File: src/rtl/sqrt_pkg.sv
// sqrt_pkg: shared FSM state type for the square-root engine
package sqrt_pkg;
    typedef enum logic [1:0] {LOAD, CALC, DONE} state_t;
endpackage

File: src/rtl/sqrt_iter_step.sv
// sqrt_iter_step: one restoring digit-recurrence step producing a single root bit
module sqrt_iter_step #(
    parameter int Size = 64
) (
    input  logic [Size/2+1:0] i_rem,
    input  logic [Size/2-1:0] i_root,
    input  logic [1:0]        i_bits,
    output logic [Size/2+1:0] o_rem,
    output logic [Size/2-1:0] o_root
);
    logic [Size/2+1:0] w_shift;
    logic [Size/2+1:0] w_trial;
    logic              w_ge;
    // bits shifted out of the remainder can only make rem' larger, so they force a 1 digit
    always_comb begin
        w_shift = {i_rem[Size/2-1:0], i_bits};
        w_trial = {i_root, 2'b01};
        w_ge    = (i_rem[Size/2+1:Size/2] != 2'b00) || (w_shift >= w_trial);
        o_rem   = w_ge ? w_shift - w_trial : w_shift;
        o_root  = {i_root[Size/2-2:0], w_ge};
    end
endmodule

File: src/rtl/sqrt.sv
// sqrt: sequential integer floor square root, one root bit per cycle, restarted by reset
module sqrt
    import sqrt_pkg::*;
#(
    parameter int Size = 64
) (
    input  logic                clk,
    input  logic                reset,
    input  logic [Size-1:0]     operand,
    output logic                done,
    output logic [Size/2-1:0]   result
);
    localparam int H  = Size / 2;
    localparam int CW = $clog2(H + 1);

    state_t          r_state;
    logic [Size-1:0] r_rad;
    logic [H+1:0]    r_rem;
    logic [H-1:0]    r_root;
    logic [H-1:0]    r_result;
    logic [CW-1:0]   r_cnt;
    logic            r_done;
    logic [H+1:0]    w_rem;
    logic [H-1:0]    w_root;

    sqrt_iter_step #(.Size(Size)) u_step (
        .i_rem  (r_rem),
        .i_root (r_root),
        .i_bits (r_rad[Size-1:Size-2]),
        .o_rem  (w_rem),
        .o_root (w_root)
    );

    assign done   = r_done;
    assign result = r_result;

    // capture operand, iterate H times MSB first, then publish the root and hold it
    always_ff @(posedge clk) begin
        if (reset) begin
            r_state  <= LOAD;
            r_rad    <= '0;
            r_rem    <= '0;
            r_root   <= '0;
            r_cnt    <= '0;
            r_done   <= 1'b0;
            r_result <= '0;
        end else begin
            case (r_state)
                LOAD: begin
                    r_rad   <= operand;
                    r_rem   <= '0;
                    r_root  <= '0;
                    r_cnt   <= CW'(H);
                    r_state <= CALC;
                end
                CALC: begin
                    r_rad  <= {r_rad[Size-3:0], 2'b00};
                    r_rem  <= w_rem;
                    r_root <= w_root;
                    r_cnt  <= r_cnt - CW'(1);
                    if (r_cnt == CW'(1)) begin
                        r_state  <= DONE;
                        r_done   <= 1'b1;
                        r_result <= w_root;
                    end
                end
                DONE: r_state <= DONE;
                default: r_state <= LOAD;
            endcase
        end
    end
endmodule

File: config.mk
export PLATFORM = sky130hd
export DESIGN_NAME = sqrt
export DESIGN_NICKNAME = d
export VERILOG_FILES = /design/src/rtl/sqrt_pkg.sv /design/src/rtl/sqrt_iter_step.sv /design/src/rtl/sqrt.sv
export SDC_FILE = /design/constraint.sdc
export NUM_CORES = 1
export LEC_CHECK = 0
export BUFFER_PORTS_ARGS = -buffer_cell sky130_fd_sc_hd__buf_2
export CAP_MARGIN = 20
export CORE_UTILIZATION = 53
export CTS_CLUSTER_SIZE = 30
export DETAILED_ROUTE_END_ITERATION = 7
export PLACE_DENSITY_LB_ADDON = 0.08
export RECOVER_POWER = 50
export SLEW_MARGIN = 10
export SYNTH_ARGS = -nofsm -noshare
export SYNTH_HDL_FRONTEND = slang
export SYNTH_SLANG_ARGS = --single-unit
File: constraint.sdc
create_clock -name clk -period 2.8 [get_ports clk]
set_input_delay 0.14 -clock clk [delete_from_list [all_inputs] [get_ports clk]]
set_output_delay 0.14 -clock clk [all_outputs]
set_load 0.02 [all_outputs]
## Word level (Yosys, flattened, before mapping)

Index checks and enable logic that the tools add are counted.
W data, S select, Z words.

- Add/sub/neg operators: 2
- Magnitude comparators: 1
- Equality and inequality tests: 4
- Multiplexer cells: 7
- Reduce and logical (&&, ||, !) cells: 5

Operators with widths:

| operator | number |
|---|---|
| $pmux W64 S2 | 1 |
| $pmux W34 S2 | 1 |
| $pmux W32 S2 | 1 |
| $ge A34 B34 Y1 | 1 |
| $mux W34 | 1 |
| $sub A34 B34 Y34 | 1 |
| $pmux W6 S2 | 1 |
| $eq A6 B1 Y1 const B | 1 |
| $pmux W2 S3 | 1 |
| $sub A6 B1 Y6 const B | 1 |
| $reduce_bool A2 Y1 | 2 |
| $eq A2 B1 Y1 const B | 1 |
| $eq A2 B2 Y1 const B | 1 |
| $logic_not A2 Y1 | 1 |
| $mux W2 | 1 |
| $ne A2 B2 Y1 const B | 1 |
| $reduce_and A2 Y1 | 1 |
| $logic_or A1 B1 Y1 | 1 |

- Register bits after elaboration: 171
- Output and inout bits: 33
- Word-level logic and storage cells: 26

## Logic depth before layout (Yosys ltp)

- Word-level depth: 4
- Mapped depth: 13
- Mapped depth without buffers: 10

## By module

A second synthesis with hierarchy kept.

- Cell total of the unflattened synthesis: 1,153
- Area total of the unflattened synthesis: 10,289.9 um^2

By module, submodules not included:

| module | instances | cells each | area each (um^2) | seq. area each (um^2) |
|---|---|---|---|---|
| sqrt | 1 | 768 | 7,468.4 | 3,423.3 |
| sqrt_iter_step | 1 | 385 | 2,821.5 | 0.0 |

## Worst setup path before layout

OpenSTA, ideal clock, no wires.

- Path kind: register -> register
- Start point: register r_root[6]
- End point: register r_rem[25]
- Setup time: 125 ps
- Arrival time: 2,660 ps
- Required time: 2,675 ps
- Path slack: 15 ps
- Cell stages (with the launch flop): 14
- Clock period less this slack: 2,785 ps
- Cell sequence: dfxtp_1 inv_1 ha_1 buf_2 nand4_1 or3_1 a2111oi_2 a211oi_2 a211o_1 and2_4 buf_6 buf_6 a32oi_1 o31ai_1

- Cells in the longest elaborated chain, start to end: 4
- Elaborated cells between the ends (all ways): 5

Ends and longest elaborated chain:

| item | RTL line | source |
|---|---|---|
| start, declared | sqrt.sv:19 | `logic [H-1:0] r_root;` |
| start signal, assigned | sqrt.sv:59 | `r_root <= w_root;` |
| $ge A34 B34 Y1 | sqrt_iter_step.sv:18 | `w_ge = (i_rem[Size/2+1:Size/2] != 2'b00) \|\| (w_shift >= w_trial);` |
| $logic_or A1 B1 Y1 | sqrt_iter_step.sv:18 |  |
| $mux W34 * | sqrt_iter_step.sv:19 | `o_rem = w_ge ? w_shift - w_trial : w_shift;` |
| $pmux W34 S2 * | sqrt.sv:48 | `case (r_state)` |
| end signal, assigned | sqrt.sv:58 | `r_rem <= w_rem;` |
| end, declared | sqrt.sv:18 | `logic [H+1:0] r_rem;` |

Mark *: on every way between the ends. The rest lies on a longest branch, timed or not.
A chain may end at the register's enable or synchronous reset.

## Final worst setup path

- Start point: register r_root[9]
- End point: register r_rem[27]

Same word-level chain as after synthesis.

==> impl_metrics.tcl <==
set metrics [dict create \
    finalPower_mw 11.02 \
    vdd_drop_max_mv 0.7015 \
    portBuffers 98 \
    synth-simple-area-share_pct 22.04 \
    status "completed" \
    die_x_um 131.3 \
    pre_cts_ws_ns -0.06477 \
    synth_largest_area_cell "dfxtp_1" \
    grt_pass1_wl_um 34860 \
    leakagePower_nw 4.497 \
    r2r_end "r_rem[27]" \
    cap_viol_max_count 0 \
    ys_ff_latch 171 \
    design_area_um2 10530 \
    tightest_slew_ns 1.385 \
    fin_ws_ns 0.07204 \
    synth_fa_ha_area_share_pct 5.366 \
    fin_crit_sh_pct 97.43 \
    avgRoutedWirePerCell_um 14.02 \
    synthXorXnorAreaFrac_pct 2.768 \
    required_ns 3.16 \
    seqCellArea_um2 3427 \
    avgSynthCellArea_um2 7.659 \
    drive_gt1_share_pct 14.89 \
    yosys_most_used_dff "dfxtp_1" \
    cts.clk_slew.worst_paths_ns 0.06 \
    fillCellCount 1462 \
    fin_setup_tns_ns 0 \
    dp_hpwl_um 14310 \
    clk_latency_ns 0.43 \
    synth_top_family_by_area "simple AND/OR/NAND/NOR gates" \
    worst-setup-path-type "register to register" \
    rows 46 \
    die_h_um 131.3 \
    synth.distinct_cells 53 \
    grt_max_degree 146 \
    synth_mux_area_share_pct 7.456 \
    via_per_inst 5.492 \
    grt_usage_pct 24.07 \
    antenna_cells 0 \
    maxSlewViolCount 0 \
    routed_wl_um 20830 \
    relSlewSlack_pct 7.637 \
    drt_iter0_drc 510 \
    final-setup-viol-count 0 \
    multiInputGateArea_um2 5161 \
    cts_tree "built" \
    drtAntennaViolNets 0 \
    cts_buffers 17 \
    synth_compound_area_share_pct 18.38 \
    cp-end-kind "register" \
    placed_cell_area_um2 9802 \
    max_freq_ghz 0.3666 \
    synth_top_area_share_pct 38.63 \
    holdPathEnd "r_cnt[2]" \
    reg2regPathDepth 10 \
    synth_area_leaders "dfxtp_1 39%, a21oi_1 9.5%, nor2_1 8.3%, mux2i_1 7.5%, ha_1 5.4%" \
    netlist_area_um2 8861 \
    cts_buffer_depth 2 \
    synthCells 1157 \
    startpoint_type "register" \
    rrSetupSlack_ns 0.07 \
    yosysSeqAreaShare_pct 38.63 \
    area_growth_pct 18.81 \
    r2r_start "r_root[9]" \
    syn-num-nets 1261 \
    pin_count 99 \
    cp.arrival_ns 3.08 \
    dieArea_um2 17240 \
    drcViolationCount 0 \
    min_period_ns 2.728 \
    grt-ovfl-total 0 \
    yosys_warnings 0 \
    worstHoldPathType "primary input to register" \
    whs_path_depth 2 \
    num_vias 8155 \
    cts_root_buf "clkbuf_16" \
    clock_skew_ns 0.007904 \
    routabilityCongestion 0.9006 \
    core-area_um2 16120 \
    dr.pass1.iters 5 \
    antenna_found_initial 1 \
    synthArstFlopShare_pct 0 \
    power_density_nw_per_um2 1046 \
    start_util_pct 54.98 \
    fin_nets 1362 \
    cp_max_fo 6 \
    htreeDepth 4 \
    synth-edff-count 0 \
    first_global_vias 7663 \
    clock_sinks 171 \
    hold_viol 0 \
    hp-start "reset" \
]
## placed cells by master (no fill, tap or decap), drive strengths merged, types with 7 or more instances in the layout
cell,n
a21o,9
a21oi,168
a32oi,11
buf,117
clkbuf,55
dfxtp,171
ha,38
inv,44
mux2i,66
nand2,118
nand3,65
nand4,10
nor2,196
nor3,45
o21a,8
o21ai,36
o31ai,7
xnor2,14
xor2,14
## state kept, by name (all words and copies together), names as in the netlist
register / count
result: 32
r_state: 2
r_rem: 34
r_rad: 64
r_cnt: 6
done: 1
r_root: 32
## through the flow
| step | util (%) | hold WS [ns] | std cells |
|---|---|---|---|
| after global placement | 60.82 | 0.4255 | 1450 |
| final | 65.33 | 0.03177 | 1485 |
| after CTS | 64.96 | 0.02217 | 1484 |
| after detailed placement | 60.82 | 0.4383 | 1450 |
| after floorplan | - | 0.3353 | 1157 |
| after global routing | 65.33 | 0.03376 | 1485 |
## area by class of cell
cell class | count | area share (%)
Timing Repair Buffer | 155 | 8.640
Tap cell | 216 | 2.567
Multi-Input combinational cell | 870 | 49.03
Clock inverter | 11 | 1.379
Clock buffer | 19 | 4.302
Sequential cell | 171 | 32.55
Inverter | 43 | 1.533
## per-layer routing
layer / track usage, % / routed length, um / up-vias
met1: 29.82 / 9508 / 3733
met3: 5.826 / 1128 / 33
met5: 0 / 10 / -
met4: 8.527 / 336 / 2
li1: - / - / 4206
met2: 40.57 / 9843 / 181
## kinds of logic after synthesis
| kind of cell | after synthesis |
|---|---|
| xor gates and xnor gates | 28 |
| buffers and inverters | 118 |
| adders and majority gates | 38 |
| DFF | 171 |
| AOI/OAI and AO/OA | 278 |
| and+or+nand+nor | 458 |
| muxes | 66 |
## worst max-delay path by stage
stage | depth (start not counted) | start | to
after floorplan | 13 | r_root[6] | r_rem[25]
after global placement | 10 | r_root[7] | r_rem[27]
after detailed placement | 10 | r_root[7] | r_rem[27]
after CTS | 10 | r_root[8] | r_rem[27]
after global routing | 10 | r_root[9] | r_rem[27]
final | 10 | r_root[9] | r_rem[27]
## cells in the mapped netlist (4+ instances only)
library cell / count
xnor2_1: 14
o21ai_1: 7
buf_2: 4
or3_1: 4
buf_1: 10
o21ai_0: 29
mux2i_1: 66
o21a_1: 8
a32oi_1: 11
dfxtp_1: 171
nand2_1: 117
o211ai_1: 5
clkbuf_1: 57
xor2_1: 14
o31ai_1: 7
nor2_1: 196
a21o_1: 9
o21bai_1: 6
nand3_1: 65
inv_1: 43
a21oi_1: 168
ha_1: 38
nand4_1: 10
and3_1: 5
a211oi_1: 4
nor3_1: 45
## worst max-delay path, cell delays in order (launching register included)
cell,delay (ns)
dfxtp_2,0.33
inv_1,0.07
ha_4,0.28
nand4_1,0.18
or3_4,0.44
a2111oi_4,0.29
a211oi_2,0.07
a211o_2,0.38
and2_4,0.22
a311o_1,0.27
o21ai_1,0.11
## report_power, final
part           internal (mW)  total (mW)  switching, mW
logic                   2.30        5.46           3.16
clock network           1.44        2.41          0.972
registers               2.88        3.14          0.261
total                   6.62        11.0           4.39
## timing repair
action                                 in CTS  in global routing
endpoints found under the hold margin       2                  0
cloned                                      1                  1
pin swaps                                   1                  7
hold buffers                                2                  0
setup endpoints to repair                  32                 36
setup buffers                               1                  0
resized for setup                           8                 30
(Power assumes the default switching activity.)
